<file path="src/rtl/ram_rmw_sequencer_if.sv">
// RAM-side bus of the pushbutton read-modify-write sequencer.
// The sequencer drives address/data/write-enable; the RAM returns registered read data.
interface ram_rmw_sequencer_if #(
  parameter int ADDR_W = 4,
  parameter int DATA_W = 8
);
  logic [ADDR_W-1:0] a;
  logic [DATA_W-1:0] din;
  logic              we;
  logic [DATA_W-1:0] dout;

  modport master (
    output a,
    output din,
    output we,
    input  dout
  );

  modport slave (
    input  a,
    input  din,
    input  we,
    output dout
  );
endinterface

</file>
<file path="src/rtl/ram_rmw_sequencer.sv">
// Debounces four pushbuttons and turns each press into a RAM address step or a
// read-modify-write (+1/-1) on the addressed word of a registered-read RAM.
module ram_rmw_sequencer #(
  parameter int ADDR_W          = 4,
  parameter int DATA_W          = 8,
  parameter int DEBOUNCE_CYCLES = 1_000_000
) (
  input  logic                 clk,
  input  logic                 rst_n,
  input  logic [3:0]           KEY,
  output logic                 busy,
  ram_rmw_sequencer_if.master  ram
);

  localparam int CNT_W = (DEBOUNCE_CYCLES > 1) ? $clog2(DEBOUNCE_CYCLES) : 1;
  localparam logic [CNT_W-1:0]  CNT_MAX  = CNT_W'(DEBOUNCE_CYCLES - 1);
  localparam logic [CNT_W-1:0]  CNT_ONE  = CNT_W'(1);
  localparam logic [ADDR_W-1:0] ADDR_ONE = ADDR_W'(1);
  localparam logic [DATA_W-1:0] DATA_ONE = DATA_W'(1);

  typedef enum logic [2:0] {
    S_IDLE,
    S_RD,
    S_MOD,
    S_WR,
    S_SETTLE
  } state_e;

  logic [3:0]        key_meta_q, key_sync_q;
  logic [3:0]        key_acc_q, key_acc_d;
  logic [3:0]        evt_q, evt_d;
  logic [CNT_W-1:0]  cnt_q [4];
  logic [CNT_W-1:0]  cnt_d [4];

  state_e            state_q, state_d;
  logic [ADDR_W-1:0] a_q, a_d;
  logic [DATA_W-1:0] din_q, din_d;
  logic              dec_q, dec_d;

  // ---------------------------------------------------------------------------
  // Key path: 2-flop synchroniser, per-key debounce counter, press detection.
  // ---------------------------------------------------------------------------
  // NOTE: registers are written with non-blocking (<=) so every flop samples
  // the pre-edge value of its neighbours; blocking here would collapse stages.
  always_ff @(posedge clk or negedge rst_n) begin
    if (!rst_n) begin
      key_meta_q <= 4'hF;
      key_sync_q <= 4'hF;
      key_acc_q  <= 4'hF;
      evt_q      <= 4'h0;
      for (int i = 0; i < 4; i++) cnt_q[i] <= '0;
    end else begin
      key_meta_q <= KEY;
      key_sync_q <= key_meta_q;
      key_acc_q  <= key_acc_d;
      evt_q      <= evt_d;
      for (int i = 0; i < 4; i++) cnt_q[i] <= cnt_d[i];
    end
  end

  // The accepted level flips only after DEBOUNCE_CYCLES consecutive disagreeing
  // samples; a 1->0 flip is a press and yields a single-cycle event.
  always_comb begin
    key_acc_d = key_acc_q;
    evt_d     = 4'h0;
    for (int i = 0; i < 4; i++) begin
      cnt_d[i] = '0;
      if (key_sync_q[i] != key_acc_q[i]) begin
        if (cnt_q[i] == CNT_MAX) begin
          key_acc_d[i] = key_sync_q[i];
          evt_d[i]     = key_acc_q[i];
        end else begin
          cnt_d[i] = cnt_q[i] + CNT_ONE;
        end
      end
    end
  end

  // ---------------------------------------------------------------------------
  // Command FSM: address steps in IDLE, data commands as RD/MOD/WR/SETTLE.
  // ---------------------------------------------------------------------------
  always_ff @(posedge clk or negedge rst_n) begin
    if (!rst_n) begin
      state_q <= S_IDLE;
      a_q     <= '0;
      din_q   <= '0;
      dec_q   <= 1'b0;
    end else begin
      state_q <= state_d;
      a_q     <= a_d;
      din_q   <= din_d;
      dec_q   <= dec_d;
    end
  end

  // NOTE: every signal assigned here gets a default first, so no path through
  // the case leaves one unassigned and no latch is inferred.
  always_comb begin
    state_d = state_q;
    a_d     = a_q;
    din_d   = din_q;
    dec_d   = dec_q;
    unique case (state_q)
      S_IDLE: begin
        // Fixed priority KEY3 > KEY2 > KEY1 > KEY0; losing events are dropped.
        if (evt_q[3]) begin
          a_d = a_q + ADDR_ONE;
        end else if (evt_q[2]) begin
          a_d = a_q - ADDR_ONE;
        end else if (evt_q[1]) begin
          state_d = S_RD;
          dec_d   = 1'b0;
        end else if (evt_q[0]) begin
          state_d = S_RD;
          dec_d   = 1'b1;
        end
      end
      S_RD:  state_d = S_MOD;
      S_MOD: begin
        din_d   = dec_q ? (ram.dout - DATA_ONE) : (ram.dout + DATA_ONE);
        state_d = S_WR;
      end
      S_WR:     state_d = S_SETTLE;
      // The RAM returns old data on the write edge; one extra cycle lets
      // dout show the written value by the time the FSM is back in IDLE.
      S_SETTLE: state_d = S_IDLE;
      default:  state_d = S_IDLE;
    endcase
  end

  assign ram.a   = a_q;
  assign ram.din = din_q;
  assign ram.we  = (state_q == S_WR);
  assign busy    = (state_q != S_IDLE);

endmodule

</file>
<file path="src/flat_wrapper.sv">
// flat-port wrapper written by rule: the top's interface ports become plain ports
module ram_rmw_sequencer_flat 
#(
  parameter int ADDR_W          = 4,
  parameter int DATA_W          = 8,
  parameter int DEBOUNCE_CYCLES = 1_000_000
)
  (clk, rst_n, KEY, busy, ram_a, ram_din, ram_we, ram_dout);
  ram_rmw_sequencer_if #(.ADDR_W(ADDR_W), .DATA_W(DATA_W)) ram_i ();
  input  logic clk;
  input  logic rst_n;
  input  logic [3:0] KEY;
  output logic busy;
  output wire logic [$bits(ram_i.a)-1:0] ram_a;
  output wire logic [$bits(ram_i.din)-1:0] ram_din;
  output wire logic [$bits(ram_i.we)-1:0] ram_we;
  input wire logic [$bits(ram_i.dout)-1:0] ram_dout;
  assign ram_a = ram_i.a;
  assign ram_din = ram_i.din;
  assign ram_we = ram_i.we;
  assign ram_i.dout = ram_dout;
  ram_rmw_sequencer #(.ADDR_W(ADDR_W), .DATA_W(DATA_W), .DEBOUNCE_CYCLES(DEBOUNCE_CYCLES)) u_core (.clk(clk), .rst_n(rst_n), .KEY(KEY), .busy(busy), .ram(ram_i));
endmodule
</file>
<file path="config.mk">
export PLATFORM = sky130hd
export DESIGN_NAME = ram_rmw_sequencer_flat
export DESIGN_NICKNAME = d
export VERILOG_FILES = /design/src/rtl/ram_rmw_sequencer_if.sv /design/src/rtl/ram_rmw_sequencer.sv /design/src/flat_wrapper.sv
export SDC_FILE = /design/constraint.sdc
export NUM_CORES = 1
export LEC_CHECK = 0
export BUFFER_PORTS_ARGS = -buffer_cell sky130_fd_sc_hd__buf_4
export CAP_MARGIN = 20
export CELL_PAD_IN_SITES_DETAIL_PLACEMENT = 0
export CELL_PAD_IN_SITES_GLOBAL_PLACEMENT = 2
export CORE_MARGIN = 2
export CORE_UTILIZATION = 34
export DETAILED_ROUTE_END_ITERATION = 10
export HOLD_SLACK_MARGIN = 0.12
export PLACE_DENSITY_LB_ADDON = 0.15
export SLEW_MARGIN = 20
export SYNTH_ARGS = -nofsm -noshare
export SYNTH_HDL_FRONTEND = slang
export SYNTH_SLANG_ARGS = --single-unit
export TNS_END_PERCENT = 1
</file>
<file path="constraint.sdc">
create_clock -name clk -period 4.2 [get_ports clk]
set_input_delay 1.05 -clock clk [delete_from_list [all_inputs] [get_ports clk]]
set_output_delay 1.05 -clock clk [all_outputs]
set_load 0.03 [all_outputs]
</file>
==> results of run 1 <==
stage by stage:
stage / total power [mW] / util (%)
final: 2.01 / 39.5
after global routing: 2.11 / 39.5
after CTS: 2.05 / 39.5
after detailed placement: 1.21 / 37.7
after global placement: 1.21 / 37.7
after floorplan: 1.17 / -
state kept, by name (all words and copies together), names as in the netlist:
| name | flops |
|---|---|
| u_core.evt_q | 4 |
| u_core.ram.din | 8 |
| u_core.key_meta_q | 4 |
| u_core.state_q | 3 |
| u_core.key_sync_q | 4 |
| u_core.key_acc_q | 4 |
| u_core.ram.a | 4 |
| u_core.cnt_q | 80 |
| u_core.dec_q | 1 |
cells by family after synthesis:
logic type | synth area share (%)
AO/OA/AOI/OAI | 3.45
XOR/XNOR | 14.0
adder cells (fa/ha/maj) | 3.57
buffers and inverters | 1.86
flip-flops | 52.9
multiplexers | 1.06
AND/OR/NAND/NOR | 23.1
area by class of cell:
| type | instances | area share (%) |
|---|---|---|
| Clock buffer | 14 | 4.38 |
| Clock inverter | 2 | 0.249 |
| Inverter | 9 | 0.561 |
| Multi-Input combinational cell | 380 | 40.0 |
| Sequential cell | 112 | 46.8 |
| Tap cell | 211 | 4.38 |
| Timing Repair Buffer | 28 | 3.70 |
worst paths after layout:
check / startpoint / to / slack (ps) / cells after the start
setup / recovery: u_core.state_q[2] / busy / 1740 / 2
hold / removal: u_core.key_meta_q[2] / u_core.key_sync_q[2] / 360 / 0
setup reg to reg: u_core.cnt_q[0] / u_core.cnt_q[19] / 2100 / 5
hold reg to reg: u_core.key_meta_q[2] / u_core.key_sync_q[2] / 360 / 0
max in group asynchronous: rst_n / u_core.key_acc_q[2] / 2620 / 2
min in group asynchronous: rst_n / u_core.ram.din[5] / 790 / 1
where the power goes:
group | switching [mW] | total (mW) | internal (mW) | leakage (nW)
Clock | 0.383 | 0.819 | 0.437 | 0.129
Combinational | 0.0512 | 0.0795 | 0.0283 | 1.06
Sequential | 0.0133 | 1.11 | 1.10 | 1.47
Total | 0.447 | 2.01 | 1.56 | 2.66
layer usage:
metal,wire (um),vias up,track usage (%)
li1,-,1794,-
met4,87,0,3.26
met5,0,-,0
met1,5080,1701,17.5
met3,298,6,4.17
met2,4390,36,20.7
cell usage in the layout, fill, tap and decap left out, types with 2 or more instances in the layout:
cell type and count:
a211oi_1 3, clkbuf_16 9, o21bai_1 2, clkbuf_1 3, inv_1 9, a21o_1 3
clkbuf_8 2, xor2_1 58, nand4b_1 3, and3_2 2, nand2_1 32, ha_1 12
dfstp_2 12, nand3_1 38, mux2_2 5, fa_1 2, buf_4 27, nor3_1 9
nand4_1 17, o31ai_1 2, or2_2 2, and2_1 3, nor4_1 8, and4_1 6
nor2_1 97, nor4b_1 3, nand2b_1 3, nor3b_1 3, xnor2_1 27, dfrtp_1 100
and3_1 12, clkinvlp_4 2, a21oi_1 6, o21a_1 3, o21ai_0 8
cell usage after synthesis, types with 4 or more instances:
cell type	number	area (um^2)
nand3_1	38	190
a21oi_1	6	30.0
nand2_1	32	120
and4_1	6	52.6
xnor2_1	27	236
nor3_1	9	45.0
nor4_1	8	50.1
ha_1	12	150
xor2_1	58	508
and3_1	12	75.1
buf_2	4	20.0
dfstp_2	12	315
nand4_1	17	106
o21ai_0	8	40.0
inv_1	9	33.8
nor2_1	97	364
dfrtp_1	100	2500
mux2_2	5	56.3
==> out/results.md, run 1 <==
| Stage | Quantity | This run |
|:---|:---|:---|
| run status | Outcome | finished clean |
| flow run | # Max-Cap Violations | 0 |
| critical path | Startpoint type of the worst setup path | register |
| layout | Multi-input gate area in the final layout | 2410 um^2 |
| layout | Post-route insts no fill | 756 |
| global route | Wire length of the first global-routing pass | 17400 um |
| synth | Post-synthesis cell area | 5320 um^2 |
| placed design | Area after detailed placement | 5750 um^2 |
| synth | Share of synthesized registers carrying an async set or reset | 100% |
| sta | Maximum clock skew at final layout | 7.33 ps |
| drt | Post-DRT Antenna Nets | 0 |
| clock tree | Resized cells post-CTS | 0 |
| pwr | Maximum vdd ir drop | 0.000191 V |
| global route | Global router's overall resource usage | 13.1% |
| layout | Share of cells above drive strength 1 | 12.1% |
| critical path | Worst setup path class | reg2out |
| clock tree | Clock transition at the registers of the reported paths | 70 ps |
| layout | Diodes inserted | 0 |
| synth | Number of distinct standard cells referenced by the synthesized netlist | 45 |
| synth | Register area share after synthesis | 52.9% |
| drt | Detailed Route Iter0 Violations | 150 |
| global route | Antenna violations before repair | 0 |
| critical path | Slowest-stage cell, CP | or3_1 |
| floorplan | Die Width | 129 um |
| floorplan | Die outline area | 16700 um^2 |
| pwr | P_leak | 2.66 nW |
| synth | Number of standard cells after synthesis | 512 |
| synth | Mapped Avg Cell Area | 10.4 um^2 |
| sta | Clock period minus final worst setup slack | 2460 ps |
| critical path | Data arrival at the endpoint of the critical path | 1410 ps |
| layout | Area grow syn2layout | 13.2% |
| floorplan | Effective utilization at floorplan | 34.9% |
| sta | RSZ-0062 raised after global routing | no |
| floorplan | Vertical die dimension | 129 um |
| clock tree | Total clock sinks | 112 |
| sta | Total count of max-transition violations in the final report | 0 |
| floorplan | Number of I/O pins | 28 |
| sta | Worst slew slack as a fraction of its limit | 43.9% |
| synth | Yosys reg bits | 112 |
| floorplan | Number of standard-cell rows in the floorplan | 45 |
| clock tree | Buffer depth of the longest clock path | 2 |
| layout | Post-route design area | 6020 um^2 |
| clock tree | Root buffer cell | clkbuf_16 |
| placed design | Number of placed instances with taps included | 740 |
| drt | Final wirelength | 9850 um |
| clock tree | Number of buffers added by the clock tree synthesis step | 9 |
| critical path | Buffers and inverters on the worst path | 1 |
| sta | Min Hold Slack | 358 ps |
| worst hold path | Hold Crit Class | reg2reg |
| drt | Routed WL per cell | 13.0 um |
| layout | Filler cells | 1499 |
| sta | Setup ws final | 1740 ps |
| placed design | Input/output buffers | 27 |
| drt | DRT Pass-1 Iters | 4 |
| clock tree | Later-pin clock latency in the skew report | 350 ps |
| clock tree | Setup Buffers After CTS | 0 |
| critical path | Top Family by Delay on Critical Path | simple AND/OR/NAND/NOR gates |
| global route | Sum of overflow across all layers after global routing | 0 |
| sta | Tightest Pin Transition | 841 ps |
| clock tree | Post-CTS Hold Fix Bufs | 0 |
| placed design | Routability cong. | 0.782 |
| clock tree | Maximum level of the CTS H-tree | 3 |
| clock tree | TritonCTS clock tree | done |
| critical path | Maximum fanout count along the critical path | 5 |
| sta | Summed negative setup slack over all endpoints | 0 ps |
| synth | Prevailing post-synth register cell | dfrtp_1 |
| synth | Synthesis Warnings | 0 |
| sta | Final worst-path cycle share | 58.6% |
| drt | Via-per-instance ratio | 4.68 |
| synth | Number of flops mapped to enable cells by yosys | 0 |
| sta | Final hold violation count | 0 |
| layout | Net count reported at finish | 568 |
| placed design | Total half-perimeter wirelength after legalization and detailed placement | 6740 um |
| sta | Number of failing setup endpoints in the final timing report | 0 |
| pwr | Pwr dens | 333 nW/um^2 |
| critical path | Category of the worst setup path capture point | output pin |
| placed design | Post-place setup slack | 1570 ps |
| critical path | Required time at the endpoint of the critical path | 3150 ps |
| drt | Remaining DRCs | 0 |
| drt | Via count | 3537 |
| global route | Via count of the first global-routing pass | 3574 |
| layout | Seq. cell area | 2820 um^2 |
| sta | Maximum clock frequency | 406 MHz |
| floorplan | Core footprint | 15300 um^2 |
| synth | Synthesized net count | 540 |
| global route | Pin count of the biggest net entering global routing | 67 |
| critical path | Cell-by-cell trace of the critical path | or3_1 > buf_4 |
| critical path | Critical Path Max Stage Delay | 450 ps |
(Power assumes the default switching activity.)
==> inputs of run 2 (changes only) <==
clock period = 2.5 ns   (was 4.2 ns; I/O delays follow)
==> run 2 against run 1 <==
Via count is 1.1% higher. First-iteration DRC count shrank 19%. Combinational power up 79%. Cell area grew 1.5%. Global-route usage increased by 0.30 points.
==> out/results.md, run 2 (synthesized netlist as in run 1, its figures left out) <==
| Stage | Quantity | This run | Change |
|:---|:---|:---|:---|
| run status | Outcome | finished clean | unchanged |
| placed design | Number of placed instances with taps included | 745 | was 740 |
| sta | Final hold violation count | 0 | unchanged |
| sta | Tightest Pin Transition | 755 ps | was 841 ps |
| layout | Commonest non-fill, non-tap cell in the layout | dfrtp_1 | unchanged |
| floorplan | Effective utilization at floorplan | 34.9% | unchanged |
| drt | Detailed Route Iter0 Violations | 121 | was 150 |
| pwr | Total power | 3.55 mW | was 2.01 mW |
| global route | Sum of overflow across all layers after global routing | 0 | unchanged |
| sta | Summed negative setup slack over all endpoints | 0 ps | unchanged |
| layout | Register with the most flip-flops | u_core.cnt_q | unchanged |
| clock tree | Post-CTS Hold Fix Bufs | 0 | unchanged |
| sta | Final worst-path cycle share | 83.0% |  |
| drt | Via-per-instance ratio | 4.70 | was 4.68 |
| floorplan | Number of standard-cell rows in the floorplan | 45 | unchanged |
| worst hold path | Hold Crit Class | in2async | was reg2reg |
| layout | Area grow syn2layout | 14.9% | was 13.2% |
| sta | Clock period minus final worst setup slack | 2080 ps |  |
| floorplan | Die Width | 129 um | unchanged |
| clock tree | Number of buffers added by the clock tree synthesis step | 9 | unchanged |
| clock tree | TritonCTS clock tree | done | unchanged |
| clock tree | Root buffer cell | clkbuf_16 | unchanged |
| placed design | Routability cong. | 0.747 | was 0.782 |
| drt | Final wirelength | 10100 um | was 9850 um |
| floorplan | Number of I/O pins | 28 | unchanged |
| clock tree | Clock transition at the registers of the reported paths | 70 ps | about the same |
| clock tree | Maximum level of the CTS H-tree | 3 | unchanged |
| clock tree | Later-pin clock latency in the skew report | 350 ps | about the same |
| clock tree | Resized cells post-CTS | 0 | unchanged |
| global route | Wire length of the first global-routing pass | 18000 um | was 17400 um |
| flow run | # Max-Cap Violations | 0 | unchanged |
| drt | Post-DRT Antenna Nets | 0 | unchanged |
| layout | Post-layout utilization of the core | 40.1% | was 39.5% |
| sta | RSZ-0062 raised after global routing | no | unchanged |
| drt | Routed WL per cell | 13.3 um | was 13.0 um |
| clock tree | Total clock sinks | 112 | unchanged |
| layout | Leading cell types in the layout, fill and taps excluded | dfrtp_1 (100), nor2_1 (97), xor2_1 (58) | unchanged |
| layout | Net count reported at finish | 573 | was 568 |
| global route | Via count of the first global-routing pass | 3628 | was 3574 |
| global route | Global router's overall resource usage | 13.4% | was 13.1% |
| drt | Via count | 3576 | was 3537 |
| critical path | Data arrival at the endpoint of the critical path | 1450 ps | was 1410 ps |
| floorplan | Core footprint | 15300 um^2 | unchanged |
| floorplan | Die outline area | 16700 um^2 | unchanged |
| critical path | Category of the worst setup path capture point | output pin | unchanged |
| clock tree | Setup Buffers After CTS | 0 | unchanged |
| drt | Remaining DRCs | 0 | unchanged |
| pwr | P_leak | 2.71 nW | was 2.66 nW |
| layout | Diodes inserted | 0 | unchanged |
| drt | DRT Pass-1 Iters | 4 | unchanged |
| floorplan | Vertical die dimension | 129 um | unchanged |
| sta | Number of failing setup endpoints in the final timing report | 0 | unchanged |
| placed design | Post-place setup slack | 353 ps | was 1570 ps |
| layout | Post-route insts no fill | 761 | was 756 |
| placed design | Total half-perimeter wirelength after legalization and detailed placement | 7090 um | was 6740 um |
| layout | Share of cells above drive strength 1 | 13.3% | was 12.1% |
| global route | Antenna violations before repair | 0 | unchanged |
| pwr | Pwr dens | 581 nW/um^2 | was 333 nW/um^2 |
| sta | Maximum clock frequency | 482 MHz |  |
| placed design | Input/output buffers | 27 | unchanged |
| critical path | Worst setup path class | reg2out | unchanged |
| sta | Maximum clock skew at final layout | 9.07 ps | was 7.33 ps |
| pwr | Maximum vdd ir drop | 0.000301 V | was 0.000191 V |
| critical path | Maximum fanout count along the critical path | 5 | unchanged |
| critical path | Startpoint type of the worst setup path | register | unchanged |
| global route | Pin count of the biggest net entering global routing | 41 | was 67 |
| clock tree | Buffer depth of the longest clock path | 2 | unchanged |
| sta | Setup ws final | 425 ps | was 1740 ps |
| layout | Max FFs per register | 80 | unchanged |
| critical path | Required time at the endpoint of the critical path | 1880 ps | was 3150 ps |
| sta | Worst slew slack as a fraction of its limit | 49.2% | was 43.9% |
| sta | Total count of max-transition violations in the final report | 0 | unchanged |
[run 2: cell types whose count changed in the layout (fill, tap and decap cells not counted)]
cell / previous run / this run
bufinv_16: 0 / 2
buf_4: 27 / 31
clkbuf_1: 3 / 1
clkbuf_8: 2 / 0
inv_6: 0 / 2
clkinv_2: 0 / 1
clkinvlp_4: 2 / 1
buf_12: 1 / 2
[run 2: cell type report]
| class | instances | area (um^2) |
|---|---|---|
| Multi-Input combinational cell | 380 | 2410 |
| Clock buffer | 10 | 229 |
| Clock inverter | 6 | 90.1 |
| Sequential cell | 112 | 2820 |
| Tap cell | 211 | 264 |
| Fill cell | 1526 | 9140 |
| Inverter | 9 | 33.8 |
| Timing Repair Buffer | 33 | 273 |
[run 2: metal layers]
metal  global-route usage (%)  routed length (um)  share of wire (%)
met4                     3.32                  91               0.90
met1                     18.8                5200                 51
met5                        0                   0                  0
met3                     3.80                 332                3.3
met2                     20.6                4490                 44
[run 2: power by group]
part           switching (mW)  leakage, nW  internal [mW]  total [mW]
registers              0.0227         1.47           1.84        1.86
logic                  0.0890         1.09         0.0529       0.142
clock network           0.666        0.153          0.885        1.55
total                   0.777         2.71           2.78        3.55
[run 2: through the flow]
step           instance area [um^2]  hold WS [ps]
6_report                       6110           235
5_1_grt                        6110           252
4_1_cts                        6110           239
3_5_place_dp                   5800           347
3_3_place_gp                   5800           349
2_1_floorplan                  5320           329
[run 2: critical path, cell delays in order, from the launching register on]
cell and delay, ps:
dfrtp_1 420, or3_1 480, buf_4 210
[run 2: final timing paths]
path | start | to | slack, ps | cells after the start
setup / recovery | u_core.state_q[2] | busy | 420 | 2
hold / removal | rst_n | u_core.ram.din[5] | 230 | 1
setup reg to reg | u_core.dec_q | u_core.ram.din[6] | 560 | 6
hold reg to reg | u_core.key_meta_q[1] | u_core.key_sync_q[1] | 360 | 0
max in group asynchronous | rst_n | u_core.key_meta_q[1] | 1610 | 2
min in group clk | u_core.key_meta_q[1] | u_core.key_sync_q[1] | 360 | 0
